[src/rtl/debounce_pkg.sv]
// Shared types and defaults for the button debouncer slice.
// Optional auto-repeat is selected with the DEBOUNCE_REPEAT_EN macro.
package debounce_pkg;

    typedef enum logic [1:0] {
        RELEASED     = 2'd0,
        PRESS_PEND   = 2'd1,
        HELD         = 2'd2,
        RELEASE_PEND = 2'd3
    } db_state_e;

    localparam int unsigned NUM_BTN_DEF        = 5;
    localparam int unsigned STABLE_SAMPLES_DEF = 3;
    localparam int unsigned REPEAT_DELAY_DEF   = 25;
    localparam int unsigned REPEAT_PERIOD_DEF  = 5;

    // Width of a counter that must hold values 0..max_val.
    function automatic int unsigned cnt_width(input int unsigned max_val);
        return $clog2(max_val + 1);
    endfunction

endpackage

[src/rtl/button_debouncer_if.sv]
// Button debouncer signal bundle: raw inputs and tick in, debounced events out.
// Optional auto-repeat (DEBOUNCE_REPEAT_EN) does not change this bundle.
interface button_debouncer_if
    import debounce_pkg::*;
#(
    parameter int unsigned NUM_BTN = NUM_BTN_DEF
);
    logic               tick_src;
    logic [NUM_BTN-1:0] btn_raw;
    logic [NUM_BTN-1:0] btn_level;
    logic [NUM_BTN-1:0] btn_press;
    logic [NUM_BTN-1:0] btn_release;
    logic               sample_tick;

    modport slave (
        input  tick_src, btn_raw,
        output btn_level, btn_press, btn_release, sample_tick
    );

    modport master (
        output tick_src, btn_raw,
        input  btn_level, btn_press, btn_release, sample_tick
    );
endinterface

[src/rtl/btn_debounce_cell.sv]
// One debounced button channel: 2-flop synchronizer, 4-state FSM, registered events.
// DEBOUNCE_REPEAT_EN adds held-button auto-repeat press pulses.
module btn_debounce_cell
    import debounce_pkg::*;
#(
    parameter int unsigned STABLE_SAMPLES = STABLE_SAMPLES_DEF,
    parameter int unsigned REPEAT_DELAY   = REPEAT_DELAY_DEF,
    parameter int unsigned REPEAT_PERIOD  = REPEAT_PERIOD_DEF
) (
    input  logic clk,
    input  logic rst,
    input  logic sample_en,
    input  logic btn_raw,
    output logic btn_level,
    output logic btn_press,
    output logic btn_release
);
    localparam int unsigned CNT_W = cnt_width(STABLE_SAMPLES);

    logic [1:0]       sync_q;
    logic             sync;
    db_state_e        state_q, state_d;
    logic [CNT_W-1:0] cnt_q, cnt_d, cnt_inc;
    logic             level_d, press_d, release_d;
    logic             rep_fire;

    // Synchronizer for the asynchronous button level
    always_ff @(posedge clk) begin
        if (rst) sync_q <= 2'b00;
        else     sync_q <= {sync_q[0], btn_raw};
    end
    assign sync    = sync_q[1];
    assign cnt_inc = cnt_q + CNT_W'(1);

    always_ff @(posedge clk) begin
        if (rst) begin
            state_q <= RELEASED;
            cnt_q   <= '0;
        end else begin
            state_q <= state_d;
            cnt_q   <= cnt_d;
        end
    end

    always_comb begin
        state_d = state_q;
        cnt_d   = cnt_q;
        if (sample_en) begin
            case (state_q)
                RELEASED: begin
                    if (sync) begin
                        state_d = PRESS_PEND;
                        cnt_d   = CNT_W'(1);
                    end
                end
                PRESS_PEND: begin
                    if (!sync) begin
                        state_d = RELEASED;
                        cnt_d   = '0;
                    end else if (cnt_inc == CNT_W'(STABLE_SAMPLES)) begin
                        state_d = HELD;
                        cnt_d   = '0;
                    end else begin
                        cnt_d   = cnt_inc;
                    end
                end
                HELD: begin
                    if (!sync) begin
                        state_d = RELEASE_PEND;
                        cnt_d   = CNT_W'(1);
                    end
                end
                RELEASE_PEND: begin
                    if (sync) begin
                        state_d = HELD;
                        cnt_d   = '0;
                    end else if (cnt_inc == CNT_W'(STABLE_SAMPLES)) begin
                        state_d = RELEASED;
                        cnt_d   = '0;
                    end else begin
                        cnt_d   = cnt_inc;
                    end
                end
                default: begin
                    state_d = RELEASED;
                    cnt_d   = '0;
                end
            endcase
        end
    end

`ifdef DEBOUNCE_REPEAT_EN
    localparam int unsigned REP_W = cnt_width(REPEAT_DELAY);

    logic [REP_W-1:0] rep_q, rep_d;

    always_ff @(posedge clk) begin
        if (rst) rep_q <= '0;
        else     rep_q <= rep_d;
    end

    // Repeat counter runs only while held; reload shortens later repeat gaps
    always_comb begin
        rep_d    = rep_q;
        rep_fire = 1'b0;
        if (state_q == PRESS_PEND && state_d == HELD) begin
            rep_d = '0;
        end else if (state_d == RELEASED) begin
            rep_d = '0;
        end else if (sample_en && state_q == HELD && sync) begin
            if (rep_q + REP_W'(1) == REP_W'(REPEAT_DELAY)) begin
                rep_fire = 1'b1;
                rep_d    = REP_W'(REPEAT_DELAY - REPEAT_PERIOD);
            end else begin
                rep_d    = rep_q + REP_W'(1);
            end
        end
    end
`else
    logic unused_rep_cfg;
    assign unused_rep_cfg = ^{32'(REPEAT_DELAY), 32'(REPEAT_PERIOD)};
    assign rep_fire       = 1'b0;
`endif

    always_comb begin
        press_d   = (state_q == PRESS_PEND   && state_d == HELD) || rep_fire;
        release_d = (state_q == RELEASE_PEND && state_d == RELEASED);
        level_d   = btn_level;
        if (state_q == PRESS_PEND && state_d == HELD) level_d = 1'b1;
        if (release_d)                                level_d = 1'b0;
    end

    always_ff @(posedge clk) begin
        if (rst) begin
            btn_level   <= 1'b0;
            btn_press   <= 1'b0;
            btn_release <= 1'b0;
        end else begin
            btn_level   <= level_d;
            btn_press   <= press_d;
            btn_release <= release_d;
        end
    end

endmodule

[src/rtl/button_debouncer.sv]
// Top: turns the divided square wave into a sample strobe and fans out per-button cells.
// Auto-repeat is compiled in when DEBOUNCE_REPEAT_EN is defined.
module button_debouncer
    import debounce_pkg::*;
#(
    parameter int unsigned NUM_BTN        = NUM_BTN_DEF,
    parameter int unsigned STABLE_SAMPLES = STABLE_SAMPLES_DEF,
    parameter int unsigned REPEAT_DELAY   = REPEAT_DELAY_DEF,
    parameter int unsigned REPEAT_PERIOD  = REPEAT_PERIOD_DEF
) (
    input  logic                clk,
    input  logic                rst,
    button_debouncer_if.slave   bus
);
    logic               tick_q;
    logic               sample_en;
    logic               sample_tick_q;
    logic [NUM_BTN-1:0] raw, level, press, rel;

    // tick_q tracks tick_src even in reset so reset release cannot fake an edge
    always_ff @(posedge clk) begin
        tick_q <= bus.tick_src;
    end
    assign sample_en = bus.tick_src & ~tick_q;

    always_ff @(posedge clk) begin
        if (rst) sample_tick_q <= 1'b0;
        else     sample_tick_q <= sample_en;
    end

    assign raw             = bus.btn_raw;
    assign bus.btn_level   = level;
    assign bus.btn_press   = press;
    assign bus.btn_release = rel;
    assign bus.sample_tick = sample_tick_q;

    for (genvar i = 0; i < NUM_BTN; i++) begin : g_btn
        btn_debounce_cell #(
            .STABLE_SAMPLES (STABLE_SAMPLES),
            .REPEAT_DELAY   (REPEAT_DELAY),
            .REPEAT_PERIOD  (REPEAT_PERIOD)
        ) u_cell (
            .clk         (clk),
            .rst         (rst),
            .sample_en   (sample_en),
            .btn_raw     (raw[i]),
            .btn_level   (level[i]),
            .btn_press   (press[i]),
            .btn_release (rel[i])
        );
    end

endmodule
[src/flat_wrapper.sv]
// flat-port wrapper written by rule: the top's interface ports become plain ports
module button_debouncer_flat import debounce_pkg::*;
#(
    parameter int unsigned NUM_BTN        = NUM_BTN_DEF,
    parameter int unsigned STABLE_SAMPLES = STABLE_SAMPLES_DEF,
    parameter int unsigned REPEAT_DELAY   = REPEAT_DELAY_DEF,
    parameter int unsigned REPEAT_PERIOD  = REPEAT_PERIOD_DEF
)
  (clk, rst, bus_tick_src, bus_btn_raw, bus_btn_level, bus_btn_press, bus_btn_release, bus_sample_tick);
  button_debouncer_if #(.NUM_BTN(NUM_BTN)) bus_i ();
  input  logic clk;
  input  logic rst;
  input wire logic [$bits(bus_i.tick_src)-1:0] bus_tick_src;
  input wire logic [$bits(bus_i.btn_raw)-1:0] bus_btn_raw;
  output wire logic [$bits(bus_i.btn_level)-1:0] bus_btn_level;
  output wire logic [$bits(bus_i.btn_press)-1:0] bus_btn_press;
  output wire logic [$bits(bus_i.btn_release)-1:0] bus_btn_release;
  output wire logic [$bits(bus_i.sample_tick)-1:0] bus_sample_tick;
  assign bus_i.tick_src = bus_tick_src;
  assign bus_i.btn_raw = bus_btn_raw;
  assign bus_btn_level = bus_i.btn_level;
  assign bus_btn_press = bus_i.btn_press;
  assign bus_btn_release = bus_i.btn_release;
  assign bus_sample_tick = bus_i.sample_tick;
  button_debouncer #(.NUM_BTN(NUM_BTN), .STABLE_SAMPLES(STABLE_SAMPLES), .REPEAT_DELAY(REPEAT_DELAY), .REPEAT_PERIOD(REPEAT_PERIOD)) u_core (.clk(clk), .rst(rst), .bus(bus_i));
endmodule
[config.mk]
export PLATFORM = sky130hd
export DESIGN_NAME = button_debouncer_flat
export DESIGN_NICKNAME = d
export VERILOG_FILES = /design/src/rtl/debounce_pkg.sv /design/src/rtl/button_debouncer_if.sv /design/src/rtl/btn_debounce_cell.sv /design/src/rtl/button_debouncer.sv /design/src/flat_wrapper.sv
export SDC_FILE = /design/constraint.sdc
export NUM_CORES = 1
export LEC_CHECK = 0
export ABC_AREA = 1
export BUFFER_PORTS_ARGS = -buffer_cell sky130_fd_sc_hd__buf_2
export CAP_MARGIN = 20
export CELL_PAD_IN_SITES_DETAIL_PLACEMENT = 1
export CELL_PAD_IN_SITES_GLOBAL_PLACEMENT = 1
export CORE_MARGIN = 2
export CORE_UTILIZATION = 41
export DETAILED_ROUTE_END_ITERATION = 8
export HOLD_SLACK_MARGIN = 0.12
export PLACE_DENSITY = 0.88
export RECOVER_POWER = 100
export SLEW_MARGIN = 25
export SYNTH_ARGS = -nofsm -noshare
export SYNTH_HDL_FRONTEND = slang
export SYNTH_SLANG_ARGS = --single-unit
[constraint.sdc]
create_clock -name clk -period 1.6 [get_ports clk]
set_input_delay 0.08 -clock clk [delete_from_list [all_inputs] [get_ports clk]]
set_output_delay 0.08 -clock clk [all_outputs]
set_load 0.02 [all_outputs]
# [Yosys cells after proc, flatten, opt, wreduce, memory -nomap -nowiden]
# Index checks and enable logic that the tools add are counted.
[totals] reg_bits=47 in_bits=8 output_inout_bits=16 elab_cells=174
[op_classes] addsub=5 eq_ne=35 muxes=70 n_bitwise=2 reduce_logical=30
[op_table] cell="$mux W2" n=60
[op_table] cell="$pmux W2 S4" n=10
[op_table] cell="$eq A2 B2 Y1 const B" n=20
[op_table] cell="$logic_not A2 Y1" n=10
[op_table] cell="$ne A2 B2 Y1 const B" n=10
[op_table] cell="$reduce_and A3 Y1" n=5
[op_table] cell="$add A2 B1 Y2 const B" n=5
[op_table] cell="$eq A2 B1 Y1 const B" n=5
[op_table] cell="$logic_and A1 B1 Y1" n=10
[op_table] cell="$reduce_or A2 Y1" n=5
[op_table] cell="$and A1 B1 Y1" n=1
[op_table] cell="$not A1 Y1" n=1

# [Depth between registers and ports, before layout]
[logic_depth] depth_word=9 mapped_depth=10 depth_no_buf=9

# [Cells and area by module]
# From an unflattened synthesis, not the netlist that was laid out.
[unflattened] hier_cells=271 area_unflattened_um2=2005.7
[by_module_without_submodules] mod="btn_debounce_cell at u_core.g_btn[0].u_cell ..." n_inst=4 cells_per_inst=53 area_each_um2=387.9
[by_module_without_submodules] mod="btn_debounce_cell at u_core.g_btn[2].u_cell" n_inst=1 cells_per_inst=53 area_each_um2=394.1
[by_module_without_submodules] mod="button_debouncer" n_inst=1 cells_per_inst=6 area_each_um2=60.1

# [Worst setup path after synthesis]
# OpenSTA, ideal clock, no wires.
[synth_timing] path_kind="register to register" from="register u_core.tick_q" to="register u_core.g_btn[1].u_cell.btn_level" setup_ps=110 arrival_ps=990 required_time_ps=1490 setup_slack_ps=500 stages_incl_launch_ff=10 path_buffers=1 synth_period_minus_slack_ps=1100 path_cell_list="dfxtp_1 nor2_4 buf_12 nand2_1 nor2_1 nand2_1 inv_1 nand2_2 nand2_1 nor2_1"
[synth_between] elab_chain_len=6 word_cells_on_any_way=8
[synth_lines] element="start: declaration" line="button_debouncer.sv:15" source="logic tick_q;"
[synth_lines] element="start signal: assignment" line="button_debouncer.sv:22" source="tick_q <= bus.tick_src;"
[synth_lines] element="$not A1 Y1 (*)" line="button_debouncer.sv:24" source="assign sample_en = bus.tick_src & ~tick_q;"
[synth_lines] element="$and A1 B1 Y1 (*)" line="button_debouncer.sv:24"
[synth_lines] element="$mux W2 (*)" line="btn_debounce_cell.sv:48" source="if (sample_en) begin"
[synth_lines] element="$logic_not A2 Y1" line="btn_debounce_cell.sv:127" source="release_d = (state_q == RELEASE_PEND && state_d == RELEASED);"
[synth_lines] element="$logic_and A1 B1 Y1" line="btn_debounce_cell.sv:127"
[synth_lines] element="$reduce_or A2 Y1 (no line)"
[synth_lines] element="end signal: assignment" line="btn_debounce_cell.sv:139" source="btn_level <= level_d;"
[synth_lines] element="end: declaration" line="btn_debounce_cell.sv:14" source="output logic btn_level,"
# Every way passes the cells marked *; elsewhere a longest branch is shown, timed or not.
# A chain may end at the register's enable or synchronous reset.

# [Worst setup path after layout]
[layout_timing] from="input port bus_tick_src" to="register u_core.g_btn[1].u_cell.btn_level"
[layout_between] elab_chain_len=5 word_cells_on_any_way=7
[layout_lines] element="start: declaration" line="flat_wrapper.sv:13" source="input wire logic [$bits(bus_i.tick_src)-1:0] bus_tick_src;"
[layout_lines] element="$and A1 B1 Y1 (*)" line="button_debouncer.sv:24"
[layout_lines] element="$mux W2 (*)" line="btn_debounce_cell.sv:48"
[layout_lines] element="$logic_not A2 Y1" line="btn_debounce_cell.sv:127"
[layout_lines] element="$logic_and A1 B1 Y1" line="btn_debounce_cell.sv:127"
[layout_lines] element="$reduce_or A2 Y1 (no line)"
# Marks and branches as above.

==> metrics.md <==
| Metric | Value |
|---|---|
| Initial antenna violation count | `0` |
| Avg Vias per Cell | `between 4 and 5` |
| P&R area growth vs syn | `10.4%` |
| Skew-Pair Late Insertion Delay | `roughly 0.29 ns` |
| M2 GR Usage | `slightly above 30%` |
| Crit share post-route | `92.3%` |
| Final antenna-violating net count | `0` |
| Fin util | `between 40% and 50%` |
| Synth Flop Type | `dfxtp_1` |
| Core area | `approximately 4800 sq um` |
| Vias in the first global route | `between 1.5k and 2k` |
| Worst-path cell chain | `dlygate4sd3_1 -> buf_2 -> inv_1 -> nor2_4 -> buf_12 -> clkbuf_1 -> nand3_4 -> nand2_1 -> inv_1 -> nand2_2 -> nand2_1 -> nor2_1` |
| Synth top area share | `a little under half` |
| Synth top area cells | `dfxtp_1 (46%), nand2_1 (11%), nor2_1 (8.2%), inv_1 (6.9%), buf_4 (5.5%)` |
| Met3 GRT Util | `under 10%` |
| Yosys cell types | `21` |
| Share of flip-flops with an asynchronous set or reset | `0%` |
| Share of cells above drive strength 1 | `9.97%` |
| Initial Util | `between 40% and 50%` |
| IO Pins | `24` |
| Maximum clock path buffer count | `2` |
| Ys Warns | `0` |
| Full die area | `roughly 5600 sq um` |
| Mapped Avg Cell Area | `about 7.4 sq um` |
| Total CTS buffers | `5` |
| Count of final setup violators | `0` |
| Register bit total from synthesis | `47` |
| Met1 usage | `approximately a fifth` |
| Count of buffers from port buffering | `23` |
| Unrepaired setup endpoints after global routing | `no` |
| Gpl congestion | `approximately 0.78` |
| Overflow after GRT | `0` |
| Leakage | `between 0.0009 and 0.001 uW` |
| Syn nets | `288` |
| Setup TNS | `0 ns` |
| Root Buffer | `clkbuf_8` |
| DR WL/cell | `approximately 12 microns` |
| Max-slew headroom | `around three quarters` |
| DR iter-0 viols | `93` |
| Worst Setup Path Type | `in -> reg` |
| Die Y | `between 70 and 80 microns` |
| Setup ws final | `0.123 ns` |
| Leading area contributor after synthesis | `dfxtp_1` |
| GRT Overall Usage | `roughly 17%` |
| CP Capture Type | `register` |
| Net count, final | `just over 300` |
| Critical path's largest stage delay | `0.54 ns` |
| Setup slack at placement | `roughly 0.21 ns` |
| Via count | `1721` |
| Seq/Total Area, Yosys | `between 40% and 50%` |
| CP max stage cell | `dlygate4sd3_1` |
| Clock-pin slew on the worst setup and hold paths | `roughly 0.09 ns` |
| Fmax | `677 MHz` |
| Tightest Pin Transition | `0.354 ns` |
| Row count | `25` |
| Crit path max-delay family | `buffers and inverters` |
| Commonest non-fill, non-tap cell in the layout | `nand2_1` |
| Placed cell count | `around 350` |
| Clock Skew | `0.00900 ns` |
| Final hold vios | `0` |
| Buf/Inv on CP | `6` |
| CTS tree | `built` |
| Tmin final | `1.48 ns` |
| Initial DRT Pass Iterations | `4` |
| Busiest grt layer | `met2` |
| Post-route insts no fill | `368` |
| Status | `finished clean` |
| DRC Markers | `0` |
| Pwr/cell area | `905 nW/um^2` |
| CP Max Fanout | `12` |
| Die Wd | `~75 microns` |
| Hold/Removal Path Class | `in -> reg` |
| CP arrival | `approximately 1.7 ns` |
| Routed wire length | `4340 microns` |
| First-pass GRT wire length | `around 7400 microns` |
| Clock sinks | `between 40 and 50` |
| Max VDD drop | `0.428 mV` |
| Htree depth | `2` |
| Post-synth EDFFs | `0` |
| Maximum number of pins on one net before global-route repair | `27` |
| Max cap viols | `0` |
| Ant. Diodes | `0` |
| Max-slew violations | `0` |
| Post-detail-place hpwl | `about 3000 microns` |
| Commonest non-fill, non-tap cells in the layout | `nand2_1 (59), dfxtp_1 (47), nor2_1 (45)` |
| Cell Area, Synth | `between 2000 and 2500 sq um` |
| Worst setup SP type | `input pin` |
| Cells after synthesis | `280` |
| CP required | `1.84 ns` |
-- cells in the mapped netlist (2+ instances only) --
| master | n |
|---|---|
| a21oi_1 | 17 |
| buf_4 | 15 |
| nand3_4 | 3 |
| dfxtp_1 | 47 |
| nor3_1 | 6 |
| nand3_1 | 14 |
| nor2_1 | 45 |
| nand4_1 | 8 |
| nand2_1 | 60 |
| inv_1 | 38 |
| clkbuf_1 | 4 |
| nand2_2 | 4 |
| buf_12 | 2 |
| o21ai_0 | 10 |
-- metal layers --
layer | vias to the layer above | routed length [microns]
met2 | 20 | 2260
met5 | - | 0
met4 | 0 | 42
met1 | 800 | 1930
met3 | 5 | 109
li1 | 896 | -
-- power breakdown --
part / total (uW) / switching [uW] / internal (uW)
Clock: 734 / 380 / 354
Sequential: 1200 / 13.0 / 1190
Combinational: 122 / 74.1 / 47.6
-- kinds of logic after synthesis --
logic type | share of synthesized area (%)
DFF | 45.7
and+or+nand+nor | 31.1
buffers and inverters | 16.0
AOI/OAI and AO/OA | 7.17
-- worst register-to-register path: stages (launching register included) --
cell and delay [ns]:
dfxtp_1 0.36, inv_1 0.08, nand2_1 0.06, nand2_1 0.13
o21ai_0 0.34, nand2_1 0.13, a21oi_1 0.14
-- metrics by stage --
stage	cell area (sq um)	total power (uW)	hold WS [ns]
after global routing	2270	2160	0.201
after floorplan	2060	1310	0.108
after CTS	2260	2080	0.164
after detailed placement	2100	1330	0.258
final	2270	2060	0.181
after global placement	2100	1320	0.250
-- cell type report --
class,instances,area (sq um)
multi-input combinational,171,790
tap,67,83.8
timing repair buffer,36,216
inverter,39,146
sequential,47,941
clock inverter,1,8.76
fill,616,2510
clock buffer,7,86.3
-- sequential cells by signal (all words and copies together) (netlist names) --
| register | cells |
|---|---|
| u_core.g_btn.u_cell.btn_release | 5 |
| u_core.bus.sample_tick | 1 |
| u_core.g_btn.u_cell.sync_q | 10 |
| u_core.g_btn.u_cell.btn_press | 5 |
| u_core.g_btn.u_cell.btn_level | 5 |
| u_core.g_btn.u_cell.state_q | 10 |
| u_core.g_btn.u_cell.cnt_q | 10 |
| u_core.tick_q | 1 |
-- path summary, 6_finish.rpt --
check	from	to	slack, ns	cells past startpoint
min reg2reg	u_core.g_btn[4].u_cell.sync_q[0]	u_core.g_btn[4].u_cell.sync_q[1]	0.41	2
min	rst	u_core.g_btn[4].u_cell.sync_q[1]	0.18	3
max reg2reg	u_core.g_btn[2].u_cell.state_q[1]	u_core.g_btn[2].u_cell.cnt_q[1]	0.31	6
max	bus_tick_src	u_core.g_btn[1].u_cell.btn_level	0.12	12
-- timing repair --
action	4_1_cts	5_1_grt
hold endpoints to repair	6	0
resized for setup	0	1
hold buffers	6	0
setup endpoints to repair	0	3
buffers inserted	0	3
(Power assumes the default switching activity.)
